$ cat config.mk
export PLATFORM = sky130hd
export DESIGN_NAME = dac_spi_update
export DESIGN_NICKNAME = d
export VERILOG_FILES = /design/src/rtl/dac_spi_update.sv
export SDC_FILE = /design/constraint.sdc
export NUM_CORES = 1
export LEC_CHECK = 0
export ABC_AREA = 1
export CAP_MARGIN = 10
export CORE_MARGIN = 1
export CORE_UTILIZATION = 48
export DETAILED_ROUTE_END_ITERATION = 12
export MAX_ROUTING_LAYER = met4
export PLACE_DENSITY_LB_ADDON = 0.25
export SYNTH_ARGS = -nofsm -noshare
export SYNTH_HDL_FRONTEND = slang
export SYNTH_SLANG_ARGS = --single-unit
$ cat constraint.sdc
create_clock -name clk -period 1.59 [get_ports clk]
set_clock_uncertainty 0.15 [all_clocks]
set_input_delay 0.159 -clock clk [delete_from_list [all_inputs] [get_ports clk]]
set_output_delay 0.159 -clock clk [all_outputs]
set_load 0.02 [all_outputs]
$ cat src/rtl/dac_spi_update.sv
// SPI write controller for a dual-setpoint DAC: each accepted trigger sends one
// 24-bit {CMD, data} frame, then pulses LDAC, then enforces an idle gap.
module dac_spi_update #(
  parameter int          SCLK_DIV = 4,
  parameter int          LDAC_W   = 4,
  parameter int          CS_GAP   = 4,
  parameter logic [3:0]  CMD      = 4'b0001
) (
  input  logic        clk,
  input  logic        reset,
  input  logic        trig_pulse,
  input  logic        enable,
  input  logic [19:0] set_a,
  input  logic [19:0] set_b,
  output logic        dac_sclk,
  output logic        dac_cs_n,
  output logic        dac_sdo,
  output logic        dac_ldac_n,
  output logic        busy,
  output logic [15:0] frame_cnt,
  output logic        overrun
);

  typedef enum logic [2:0] {
    S_IDLE, S_SETUP, S_SHIFT_HI, S_SHIFT_LO, S_LDAC, S_GAP
  } state_t;

  localparam logic [15:0] DIV_LAST  = 16'(SCLK_DIV - 1);
  localparam logic [15:0] LDAC_LAST = 16'(LDAC_W - 1);
  localparam logic [15:0] GAP_LAST  = 16'(CS_GAP - 1);

  state_t      state_q, state_d;
  logic [15:0] cnt_q, cnt_d;
  logic [4:0]  bit_q, bit_d;
  logic [23:0] shreg_q, shreg_d;
  logic        sel_q, sel_d;
  logic        pending_q, pending_d;
  logic [15:0] frame_cnt_q, frame_cnt_d;
  logic        ovr_d;
  logic        start_s;
  logic        shifting_s;
  logic        sclk_q, cs_n_q, sdo_q, ldac_n_q, busy_q, overrun_q;

  assign start_s    = (trig_pulse | pending_q) & enable;
  assign shifting_s = (state_q == S_SETUP) || (state_q == S_SHIFT_HI) || (state_q == S_SHIFT_LO);

  always_comb begin
    state_d     = state_q;
    cnt_d       = cnt_q + 16'd1;
    bit_d       = bit_q;
    shreg_d     = shreg_q;
    sel_d       = sel_q;
    pending_d   = pending_q;
    frame_cnt_d = frame_cnt_q;
    ovr_d       = 1'b0;

    case (state_q)
      S_IDLE: begin
        cnt_d = 16'd0;
        if (start_s) begin
          state_d = S_SETUP;
          shreg_d = {CMD, (sel_q ? set_b : set_a)};
          sel_d   = ~sel_q;
          bit_d   = 5'd23;
        end else begin
          state_d = S_IDLE;
        end
      end
      S_SETUP: begin
        if (cnt_q == DIV_LAST) begin
          state_d = S_SHIFT_HI;
          cnt_d   = 16'd0;
        end else begin
          state_d = S_SETUP;
        end
      end
      S_SHIFT_HI: begin
        if (cnt_q == DIV_LAST) begin
          state_d = S_SHIFT_LO;
          cnt_d   = 16'd0;
        end else begin
          state_d = S_SHIFT_HI;
        end
      end
      S_SHIFT_LO: begin
        if (cnt_q == DIV_LAST) begin
          cnt_d = 16'd0;
          if (bit_q == 5'd0) begin
            state_d = S_LDAC;
          end else begin
            // Shift lands together with the HI entry, so sdo moves only on the rising sclk.
            state_d = S_SHIFT_HI;
            bit_d   = bit_q - 5'd1;
            shreg_d = {shreg_q[22:0], 1'b0};
          end
        end else begin
          state_d = S_SHIFT_LO;
        end
      end
      S_LDAC: begin
        if (cnt_q == 16'd0) begin
          frame_cnt_d = frame_cnt_q + 16'd1;
        end else begin
          frame_cnt_d = frame_cnt_q;
        end
        if (cnt_q == LDAC_LAST) begin
          state_d = S_GAP;
          cnt_d   = 16'd0;
        end else begin
          state_d = S_LDAC;
        end
      end
      S_GAP: begin
        if (cnt_q == GAP_LAST) begin
          state_d = S_IDLE;
          cnt_d   = 16'd0;
        end else begin
          state_d = S_GAP;
        end
      end
      default: begin
        state_d = S_IDLE;
        cnt_d   = 16'd0;
      end
    endcase

    // One trigger may queue behind a busy frame; a second one is dropped.
    if (!enable) begin
      pending_d = 1'b0;
      sel_d     = 1'b0;
    end else if (trig_pulse && (state_q != S_IDLE)) begin
      if (pending_q) begin
        ovr_d = 1'b1;
      end else begin
        pending_d = 1'b1;
      end
    end else if ((state_q == S_IDLE) && start_s) begin
      pending_d = trig_pulse & pending_q;
    end else begin
      pending_d = pending_q;
    end
  end

  always_ff @(posedge clk) begin
    if (reset) begin
      state_q     <= S_IDLE;
      cnt_q       <= 16'd0;
      bit_q       <= 5'd0;
      shreg_q     <= 24'd0;
      sel_q       <= 1'b0;
      pending_q   <= 1'b0;
      frame_cnt_q <= 16'd0;
      sclk_q      <= 1'b0;
      cs_n_q      <= 1'b1;
      sdo_q       <= 1'b0;
      ldac_n_q    <= 1'b1;
      busy_q      <= 1'b0;
      overrun_q   <= 1'b0;
    end else begin
      state_q     <= state_d;
      cnt_q       <= cnt_d;
      bit_q       <= bit_d;
      shreg_q     <= shreg_d;
      sel_q       <= sel_d;
      pending_q   <= pending_d;
      frame_cnt_q <= frame_cnt_d;
      sclk_q      <= (state_q == S_SHIFT_HI);
      cs_n_q      <= ~shifting_s;
      sdo_q       <= shifting_s & shreg_q[23];
      ldac_n_q    <= (state_q != S_LDAC);
      busy_q      <= (state_q != S_IDLE);
      overrun_q   <= ovr_d;
    end
  end

  assign dac_sclk   = sclk_q;
  assign dac_cs_n   = cs_n_q;
  assign dac_sdo    = sdo_q;
  assign dac_ldac_n = ldac_n_q;
  assign busy       = busy_q;
  assign frame_cnt  = frame_cnt_q;
  assign overrun    = overrun_q;

endmodule

### After elaboration in Yosys (flattened, before gate mapping)

Index checks and enable logic that the tools add are counted.

| storage, ports and cells | value |
|---|---|
| bits of input ports | 44 |
| flip-flop bits (word level) | 72 |
| word-level logic and storage cells | 72 |

| cells by class | value |
|---|---|
| bitwise gates (word level) | 9 |
| reduce and logical (&&, ||, !) cells | 17 |
| multiplexer cells | 20 |
| equal/unequal tests | 10 |
| add/subtract/negate cells | 3 |

Operators with widths:

| cell | number |
|---|---|
| $mux 24 | 3 |
| $pmux 24 s2 | 1 |
| $add 16x1->16 const B | 2 |
| $mux 20 | 1 |
| $pmux 3 s6 | 1 |
| $eq 16x2->1 const B | 1 |
| $logic_not 16->1 | 1 |
| $mux 5 | 3 |
| $pmux 5 s2 | 1 |
| $mux 3 | 3 |
| $eq 3x2->1 const B | 2 |
| $eq 3x3->1 const B | 2 |
| $mux 1 | 6 |
| $reduce_or 3->1 | 2 |
| $logic_not 5->1 | 1 |
| $not 1->1 | 5 |
| $reduce_or 5->1 | 1 |
| $sub 5x1->5 const B | 1 |
| $ne 2x2->1 const B | 2 |
| $reduce_and 2->1 | 2 |
| $reduce_and 4->1 | 1 |
| $reduce_bool 2->1 | 2 |
| $and 1x1->1 | 3 |
| $eq 3x1->1 const B | 1 |
| 9 further kinds | 11 |

### Logic depth before layout (Yosys ltp)

| logic depth | value |
|---|---|
| word-level depth | 5 |
| mapped depth | 10 |

### Worst setup path after synthesis

Ideal clock, no wire load.

| timing | value |
|---|---|
| path kind | flip-flop to flip-flop |
| start point | register bit_q[0] |
| end point | register shreg_q[4] |
| period minus slack after synthesis | 1.597 ns |
| cell stages (with the launch flop) | 10 |
| required time | 1.325 ns |
| path slack | -0.007 ns |
| arrival time | 1.332 ns |
| path through | dfxtp_1 inv_1 ha_1 nand3_1 nand2_2 inv_2 nand3_4 buf_2 a21oi_1 nor2_1 |

| on the way | value |
|---|---|
| word-level cells in the longest chain between the ends | 3 |

Ends and longest elaborated chain:

| item | RTL line | text |
|---|---|---|
| start: declaration | 34 | `logic [4:0] bit_q, bit_d;` |
| start signal: assignment | 162 | `bit_q <= bit_d;` |
| $logic_not 5->1 | 88 | `if (bit_q == 5'd0) begin` |
| $ne 2x2->1 (no source line) | -- |  |
| $reduce_and 4->1 (no source line) | -- |  |
| end signal: assignment | 163 | `shreg_q <= shreg_d;` |
| end: declaration | 35 | `logic [23:0] shreg_q, shreg_d;` |

No other way between the ends.
A chain may end at the register's enable or synchronous reset.

### Worst setup path after layout

| timing | value |
|---|---|
| start point | register cnt_q[0] |
| end point | register shreg_q[7] |

| on the way | value |
|---|---|
| word-level cells in the longest chain between the ends | 3 |

Ends and longest elaborated chain:

| item | RTL line | text |
|---|---|---|
| start: declaration | 33 | `logic [15:0] cnt_q, cnt_d;` |
| start signal: assignment | 161 | `cnt_q <= cnt_d;` |
| $eq 16x2->1 | 86 | `if (cnt_q == DIV_LAST) begin` |
| $ne 2x1->1 (no source line) | -- |  |
| $reduce_and 4->1 (no source line) | -- |  |

No other way between the ends.

==> results by group <==
Status
  – Outcome: finished with violations
  – Failing checks: negative setup slack

Die
  – Row count: 32
  – Die Y: 92.50 µm
  – Initial Util: 0.5035
  – Die Wd: 92.50 µm
  – Die footprint: 0.008556 mm²
  – Ports: 66
  – Core area: 0.007807 mm²

Route
  – Remaining DRCs: 0
  – Antenna Nets Post-Route: 0
  – Initial DRC Count: 181
  – Via count: 4303
  – WL final: 10610 µm
  – Vias per cell: 5.045
  – Drt first pass iters: 6
  – WL/cell: 12.44 µm

Power and ir drop
  – Switch Pwr: 0.9765 mW
  – Power share of the clock group: 0.380
  – PD cells: 689.7 mW/mm²
  – Pwr Total: 3.920 mW
  – Comb pwr share: 0.139
  – Sw Share: 0.2491
  – Leak Pwr: 2.560 nW
  – Power Internal: 2.944 mW
  – Sequential share of power: 0.481
  – Worst VDD drop: 492.2 µV

STA
  – Final Hold Viols: 0
  – FMAX: 0.5956 GHz
  – Setup ws final: -0.08886 ns
  – Final Cycle Share: 1.056
  – Final Max Slew Viols: 0
  – Tmin final: 1.679 ns
  – Final setup vio count: 27
  – RSZ-0062 raised after global routing: true
  – Tightest Pin Transition: 0.3384 ns
  – Worst slew margin: 0.7739

GRT
  – Largest net degree at the start of global routing: 41
  – Total gr overflow: 0
  – Vias in the first global route: 3810
  – Initial antenna violation count: 0
  – GRT Util Overall: 0.2329
  – First-pass GRT wire length: 15990 µm

Critical path
  – Crit Path Class: reg2reg
  – Critical path capture point type: flip-flop
  – CP Data Required Time: 1.73 ns
  – Max FO, Critical Path: 12
  – Arrival @ worst endpoint: 1.82 ns
  – CP Launch Type: flip-flop

Placed design
  – GPL Wtd Cong: 0.8901
  – Pre-CTS setup slack: -0.07257 ns
  – Inst Count DP: 828
  – Input/output buffers: 65
  – HPWL after detailed placement: 6837 µm
  – Placed cell areas: 0.005072 mm²

Min path
  – Type of the worst min-delay path: in2reg

Clock network
  – CTS sink cnt: 72
  – Clock transition at path regs: 0.08 ns
  – CTS tree: done
  – Clk buf depth: 2
  – Root Buffer: clkbuf_8
  – Clk_lat worst skew: 0.34 ns
  – Post-CTS Hold Fix Bufs: 0
  – H-tree depth: 3
  – TritonCTS Buffers: 9

Cells and area
  – Fin util: 0.7280
  – Final Instance Area: 0.005684 mm²
  – Final Instance Count excl. Fillers: 853
  – Share of cells above drive strength 1: 0.2290
  – Fin nets: 794
  – Area Overhead vs Synth: 44.59%
  – Antenna cells: 0

Synthesis
  – Avg Cell Area, Syn: 6.290 µm²
  – Cells after Synth: 625
  – Post-synthesis cell type count: 30
  – Cell Area, Synth: 0.003931 mm²
  – Synthesis-stage register bit count: 72
  – Yosys Warn Count: 0
  – Sequential area share after synthesis: 0.3666
  – Syn nets: 673

Flow run
  – Max Cap Viol: 0
==> repair_timing <==
action | in CTS | in global routing
cloned | 1 | 3
endpoints found under the setup margin | 55 | 68
buffers inserted | 0 | 5
gates resized for setup | 34 | 81
pin swaps | 4 | 23
==> Yosys cell counts, drive strengths merged <==
cell	count	area share
nor2	96	0.097
o21ai	26	0.033
nand4	5	0.0080
clkbuf	13	0.012
nand2	207	0.20
o21bai	2	0.0038
a21oi	43	0.055
or2	4	0.0064
buf	10	0.018
inv	61	0.058
a211oi	1	0.0019
nor3b	3	0.0057
ha	4	0.013
xor2	12	0.027
dfxtp	72	0.37
nor3	9	0.011
a21boi	1	0.0019
xnor2	3	0.0067
nand3	52	0.073
nand3b	1	0.0019
==> metal layers <==
layer,vias up,share of wire,GRT usage
met1,1979,0.43,0.2736
met3,21,0.044,0.03612
li1,2204,-,-
met4,0,0.019,0.07422
met5,-,0,-
met2,99,0.51,0.4068
==> stage by stage <==
stage / TNS [ns] / hold WS (ns)
after detailed placement: -1.552 / 0.2837
after global placement: -0.7563 / 0.2927
final: -0.9972 / 0.2974
after global routing: -3.713 / 0.3377
after CTS: -0.2971 / 0.2854
after floorplan: 0 / 0.1004
==> worst paths after layout <==
| path | cells after the start | end | slack (ns) | from |
|---|---|---|---|---|
| max | 8 | shreg_q[7] | -0.09 | cnt_q[0] |
| min | 3 | sel_q | 0.30 | enable |
| max reg2reg | 8 | shreg_q[7] | -0.09 | cnt_q[0] |
| min reg2reg | 2 | dac_sdo | 0.31 | shreg_q[23] |
==> state kept, by name, indices dropped and copies added (netlist names) <==
signal and cells:
busy 1, cnt_q 16, pending_q 1, dac_cs_n 1, sel_q 1, dac_sclk 1
shreg_q 24, bit_q 5, state_q 3, dac_ldac_n 1, dac_sdo 1, overrun 1
frame_cnt 16
==> worst max-delay path: stages (launching register included) <==
cell	delay (ns)
dfxtp_4	0.37
ha_4	0.15
nand2_2	0.07
nor2_4	0.24
nand3_4	0.18
clkbuf_16	0.22
nand3_1	0.09
nand2_1	0.07
nor2_1	0.08
==> cell type report <==
class | count | area (µm²)
clock inverters | 3 | 40.04
multi-input cells | 470 | 2381
repair buffers | 132 | 1270
clock buffers | 13 | 158.9
fillers | 597 | 2123
inverters | 61 | 237.7
well taps | 102 | 127.6
flip-flops and latches | 72 | 1469
==> cells by family after synthesis <==
kind of cell / after synthesis / share of synthesized area
buffers and inverters: 84 / 0.08816
AO/OA/AOI/OAI: 73 / 0.09548
adder cells (fa/ha/maj): 4 / 0.01273
flip-flops: 72 / 0.3666
XOR/XNOR: 15 / 0.03342
AND/OR/NAND/NOR: 377 / 0.4036
==> power by group through the flow <==
stage / registers [mW] / clock network [mW] / logic (mW)
after floorplan: 1.93 / 0 / 0.271
after global placement: 1.92 / 0 / 0.489
after detailed placement: 1.93 / 0 / 0.501
after CTS: 1.89 / 1.49 / 0.518
after global routing: 1.89 / 1.59 / 0.610
final: 1.88 / 1.49 / 0.547
==> layout by cell type, fill, tap and decap left out, types with 3 or more instances in the layout <==
cell type        instances
ha_2                     3
nor2_1                  78
nor3b_1                  3
clkbuf_8                11
a21oi_2                 15
nand2_4                  3
nor3_1                   7
inv_1                   53
xnor2_1                  3
nor2_4                   8
clkdlybuf4s50_1         45
nor2_2                  10
a21oi_1                 28
buf_12                   4
dlymetal6s2s_1           4
dfxtp_2                 13
o21ai_0                 24
nand4_1                  5
nand2_1                198
nand2_2                  6
dlygate4sd2_1           16
nand3_1                 39
dfxtp_4                  3
nand3_2                 13
buf_4                   51
inv_2                    5
xor2_1                  12
buf_6                    9
dfxtp_1                 56
or2_2                    4
No activity file was read; power rests on OpenSTA's default activity.
==> RTL edit 1: new RTL, same flow settings <==
Remove the register `sdo_q`: a continuous assignment takes its place, so the output `dac_sdo` follows one clock earlier.
--- a/src/rtl/dac_spi_update.sv
+++ b/src/rtl/dac_spi_update.sv
@@ -154,3 +154,2 @@
       cs_n_q      <= 1'b1;
-      sdo_q       <= 1'b0;
       ldac_n_q    <= 1'b1;
@@ -168,3 +167,2 @@
       cs_n_q      <= ~shifting_s;
-      sdo_q       <= shifting_s & shreg_q[23];
       ldac_n_q    <= (state_q != S_LDAC);
@@ -174,2 +172,4 @@
   end
+
+  assign sdo_q = shifting_s & shreg_q[23];
 
Behaviour: no difference found for any inputs over 10 cycles, from zero or initial values and one cycle with reset high; that may be too few to reach the edited logic, so the function may still have changed.
==> RTL edit 1 against the original RTL <==
The run still ends with negative setup slack left; final area is 6.5% higher; total power is 1.6% lower; global-route usage is 5.2 points higher; sequential cell count decreased by 1; worst setup slack got worse by 110 ps; synthesized area up 0.89%; first-iteration DRC count up 23%; via count rose by 5.9%; wire length up 18%; sequential share of layout area is 2.1 points lower; clock power is 11% lower; largest power group unchanged.
==> RTL edit 1: results (changes against the original RTL) <==
| Metric | Value |
|---|---|
| Pwr Total | 0.00386 W (-1.6%) |
| Met3 GRT Util | 4.76% (+1.1 points) |
| DR pass1 iterations | 4 (-2) |
| Switching pwr | 0.00109 W (+11%) |
| Comb. pwr | 0.000671 W (+23%) |
| Final WS setup | -200 ps (-111 ps) |
| Fill cells | 564 (-5.5%) |
| P_clk | 0.00132 W (-11%) |
| GRT Util Overall | 28.4% (+5.2 points) |
| Synth cell count leaders | nand2_1 (202), nor2_1 (90), dfxtp_1 (71), inv_1 (53), nand3_1 (48) |
| Run status | finished, violations left |
| Post-Syn Nets | 672 (-0.15%) |
| Final GP Congestion | 0.885 (-0.56%) |
| Setup_tns | -4890 ps (-3890 ps) |
| Met1 Usage GRT | 29.8% (+2.5 points) |
| Worst EP arrival | 1930 ps (+110 ps) |
| Final Setup Violations | 55 (+100%) |
| Measured slew at the worst slew-check pin | 424 ps (+85.2 ps) |
| Clock Latency Late Sink | 360 ps (+20 ps) |
| Post-CTS Repair Setup Buffers | 23 (+23) |
| First-pass GRT wire length | 19100 um (+20%) |
| Total Nets Final | 811 (+2.1%) |
| Hold path startpoint | shreg_q[20]$_SDFFE_PP0P_ |
| Worst IR Drop VDD | 0.503 mV (+2.2%) |
| Leak Pwr | 2.75 nW (+7.2%) |
| FF-to-FF Start | state_q[0]$_SDFF_PP0_ |
| HPWL Detailed | 6750 um (-1.2%) |
| Crit-path slowest cell | dfxtp_2 |
| Resized cells post-CTS | 75 (+120%) |
| Initial antenna violation count | 1 (+1) |
| DRT iter0 DRCs | 222 (+23%) |
| Crit Path Max Fanout | 5 (-7) |
| Share of cells above drive strength 1 | 26.6% (+3.7 points) |
| Register area share after synthesis | 35.8% (-0.83 points) |
| Drt wl/cell | 14.4 um (+16%) |
| Violated checks | negative setup slack |
| Top cells by area, synth | dfxtp_1 (36%), nand2_1 (19%), nor2_1 (8.5%) |
-- RTL edit 1: worst paths after layout --
check             cells after the start  slack (ps)                        to
setup / recovery                     12        -200   shreg_q[4]$_SDFFE_PP0P_
hold / removal                        2         330  shreg_q[21]$_SDFFE_PP0P_
setup reg to reg                     12        -200   shreg_q[4]$_SDFFE_PP0P_
hold reg to reg                       2         330  shreg_q[21]$_SDFFE_PP0P_
-- RTL edit 1: cell families (layout without fill, tap and decap cells) --
kind of cell    Yosys count  in the layout  synth area share, %
simple gates            381            382                 40.9
buf+inv                  83            226                 9.27
flops                    71             71                 35.8
compound gates           70             70                 9.40
xor+xnor                 15             15                 3.31
fa+ha+maj                 4              4                 1.26
other cells               0              1                    0
-- RTL edit 1: layer usage --
metal  up-vias  share of wire (%)
met5         -                  0
met4         0                3.3
met3        42                5.7
met2       162                 52
met1      2102                 39
li1       2253                  -
-- RTL edit 1: through the flow --
step	hold WS, ps	instance area [um2]	instances	setup WS [ps]	utilization (%)
final	335	6050	871	-200	77.2
after global routing	358	6050	871	-234	77.2
after CTS	330	5790	863	-96.6	73.8
after detailed placement	318	5020	816	-110	64.0
after global placement	306	5020	816	-65.3	64.0
after floorplan	78.1	3970	624	24.1	-
-- RTL edit 1: critical path: cells and delay by family, from the launching register on --
| kind | cells | cell delay (ps) |
|---|---|---|
| buf+inv | 6 | 720 |
| flops | 1 | 350 |
| simple gates | 6 | 500 |
-- RTL edit 1: cell type report --
| class | count | area share [%] |
|---|---|---|
| sequential | 71 | 23.8 |
| timing repair buffer | 151 | 25.1 |
| clock buffer | 10 | 2.27 |
| multi-input combinational | 471 | 42.2 |
| antenna | 1 | 0.0413 |
| inverter | 59 | 3.82 |
| tap | 102 | 2.11 |
| clock inverter | 6 | 0.599 |
==> RTL edit 2: new RTL, config.mk and constraints unchanged <==
Made on the original files. Put one more register stage on the output `frame_cnt`, cleared by the reset. The value now appears one clock later. The other outputs are not delayed to match.
--- a/src/rtl/dac_spi_update.sv
+++ b/src/rtl/dac_spi_update.sv
@@ -180,3 +180,9 @@
   assign busy       = busy_q;
-  assign frame_cnt  = frame_cnt_q;
+  always_ff @(posedge clk) begin
+    if (reset) begin
+      frame_cnt <= '0;
+    end else begin
+      frame_cnt <= frame_cnt_q;
+    end
+  end
   assign overrun    = overrun_q;
Behaviour: same outputs for any inputs over 10 cycles, from zero or initial values and one cycle with reset high; that may be too few to reach the edited logic, so the function may still have changed.
==> RTL edit 2 against the original RTL <==
The flow still finishes with violations (negative setup slack); critical endpoint is now shreg_q[14]$_SDFFE_PP0P_; wire length grew 5.6%; fmax about the same; count of clock-buffer cells in the layout decreased by 4; combinational power up 11%; utilization decreased by 0.34 points; sequential cell count grew 16; total power is 21% higher; final area up 11%; first-iteration DRC count fell by 1.1%; synthesized area increased by 9.6%; worst hold slack worse by 6.7 ps; largest cell class unchanged; worst setup slack got worse by 0.70 ps.
==> RTL edit 2: results (changes against the original RTL) <==
| Metric | Value |
|---|---|
| Run status | finished, violations left |
| Violated checks | negative setup slack |
| Setup_tns | -812 ps (+185 ps) |
| GRT Util Overall | 21.7% (-1.6 points) |
| Tightest Hold Check Type | reg -> reg |
| Vias/cell | 5.03 (-0.25%) |
| Clock Path Buffers | 2 (unchanged) |
| Largest Register | shreg_q |
| Placed cell count | 876 (+5.8%) |
| DRT iter0 DRCs | 179 (-1.1%) |
| Drt wl/cell | 12.4 um (-0.60%) |
| Final GP Congestion | 0.862 (-3.2%) |
| Final WS setup | -89.6 ps (-0.696 ps) |
| Synth Flop Type | dfxtp_1 |
| Layout Cells excl Fill | 906 (+6.2%) |
| FF-to-FF Start | state_q[1]$_SDFF_PP0_ |
| Synth cell types | 32 (+6.7%) |
| Total Nets Final | 842 (+6.0%) |
| Vias in the first global route | 4011 (+5.3%) |
| Yosys Warn Count | 0 (unchanged) |
| Crit path kind | reg -> reg |
| Critical path's largest stage delay | 370 ps (about the same) |
| Max reg flops | 24 (unchanged) |
| Reg clk slew, reported paths | about 90 ps |
| CP endpoint | shreg_q[14]$_SDFFE_PP0P_ |
| Largest net degree at the start of global routing | 42 (+2.4%) |
| CTS root buffer | clkbuf_8 |
| Share of cells above drive strength 1 | 23.2% (+0.28 points) |
| ANT nets after route | 0 (unchanged) |
| Clock Latency Late Sink | ~350 ps |
| HPWL Detailed | 7280 um (+6.5%) |
| Worst slack, placed | -213 ps (-141 ps) |
| Async SR Flop Fraction | 0% (unchanged) |
| I/O Buffers | 65 (unchanged) |
| Leak Pwr | 2.97 nW (+16%) |
| Register area share after synthesis | 40.9% (+4.2 points) |
| Top cells by area, synth | dfxtp_1 (41%), nand2_1 (17%), nor2_1 (10%) |
| Crit path max-delay family | buffers and inverters |
| Crit Path Max Fanout | 7 (-5) |
| Avg Cell Area, Syn | 6.50 um2 (+3.3%) |
| Post-Syn Nets | 711 (+5.6%) |
| Measured slew at the worst slew-check pin | 344 ps (+5.18 ps) |
| ANT cells | 0 (unchanged) |
| Num CTS Buffers | 9 (unchanged) |
| Synth cell count leaders | nand2_1 (196), nor2_1 (115), dfxtp_1 (88), inv_1 (61), nand3_1 (50) |
| DR pass1 iterations | 5 (-1) |
| Crit-path slowest cell | dfxtp_4 |
| Htree depth | 3 (unchanged) |
| Final Setup Violations | 19 (-30%) |
| Worst IR Drop VDD | 0.731 mV (+49%) |
| First-pass GRT wire length | 16700 um (+4.3%) |
| Worst EP arrival | 1780 ps (-40 ps) |
| Initial antenna violation count | 0 (unchanged) |
[RTL edit 2: report_power, final]
group	switching [W]	internal (W)
sequential	0.0000253	0.00226
combinational	0.000304	0.000301
clock	0.000796	0.00105
[RTL edit 2: routing by layer]
metal | wire length (um) | global-route usage, % | up-vias
li1 | - | - | 2350
met4 | 185 | 7.23 | 0
met2 | 5640 | 37.4 | 107
met3 | 448 | 4.62 | 19
met1 | 4930 | 24.9 | 2083
met5 | 0 | - | -
[RTL edit 2: worst min path at each step]
stage / start / endpoint / slack, ps / depth (start not counted)
after floorplan: reset / busy$_SDFF_PP0_ / 90 / 1
after global placement: shreg_q[23]$_SDFFE_PP0P_ / dac_sdo$_SDFF_PP0_ / 280 / 2
after detailed placement: shreg_q[23]$_SDFFE_PP0P_ / dac_sdo$_SDFF_PP0_ / 280 / 2
after CTS: shreg_q[23]$_SDFFE_PP0P_ / dac_sdo$_SDFF_PP0_ / 290 / 2
after global routing: shreg_q[23]$_SDFFE_PP0P_ / dac_sdo$_SDFF_PP0_ / 310 / 2
final: shreg_q[23]$_SDFFE_PP0P_ / dac_sdo$_SDFF_PP0_ / 290 / 2
[RTL edit 2: logic make-up after synthesis]
logic type / after synthesis / share of synthesized area (%)
fa+ha+maj: 4 / 1.16
buf+inv: 93 / 8.48
xor+xnor: 12 / 2.44
compound gates: 75 / 8.97
simple gates: 391 / 38.0
flops: 88 / 40.9
[RTL edit 2: metrics by stage]
step | utilization (%) | power (W) | cell area, um2
3_3_place_gp | 63.4 | 0.00283 | 5530
4_1_cts | 66.9 | 0.00470 | 5830
2_1_floorplan | - | 0.00262 | 4310
5_1_grt | 72.5 | 0.00493 | 6320
6_report | 72.5 | 0.00474 | 6320
3_5_place_dp | 63.4 | 0.00285 | 5530
[RTL edit 2: final cells by class]
cell class	count	area, um2
clock buffers	9	124
clock inverters	6	116
fillers	667	2400
inverters	66	256
multi-input cells	483	2500
flip-flops and latches	88	1780
well taps	108	135
repair buffers	145	1400
repair inverters	1	7.51
[RTL edit 2: timing repair]
| item | CTS | global route |
|---|---|---|
| pin swaps | 2 | 27 |
| buffers inserted | 1 | 8 |
| setup endpoints to repair | 59 | 63 |
| resized for setup | 30 | 89 |
| cloned | 0 | 6 |
[RTL edit 2: worst register-to-register path: cells and delay by family, from the launching register on]
kind,cells,cell delay [ps]
buf+inv,4,530
simple gates,4,390
flops,1,370
compound gates,1,140
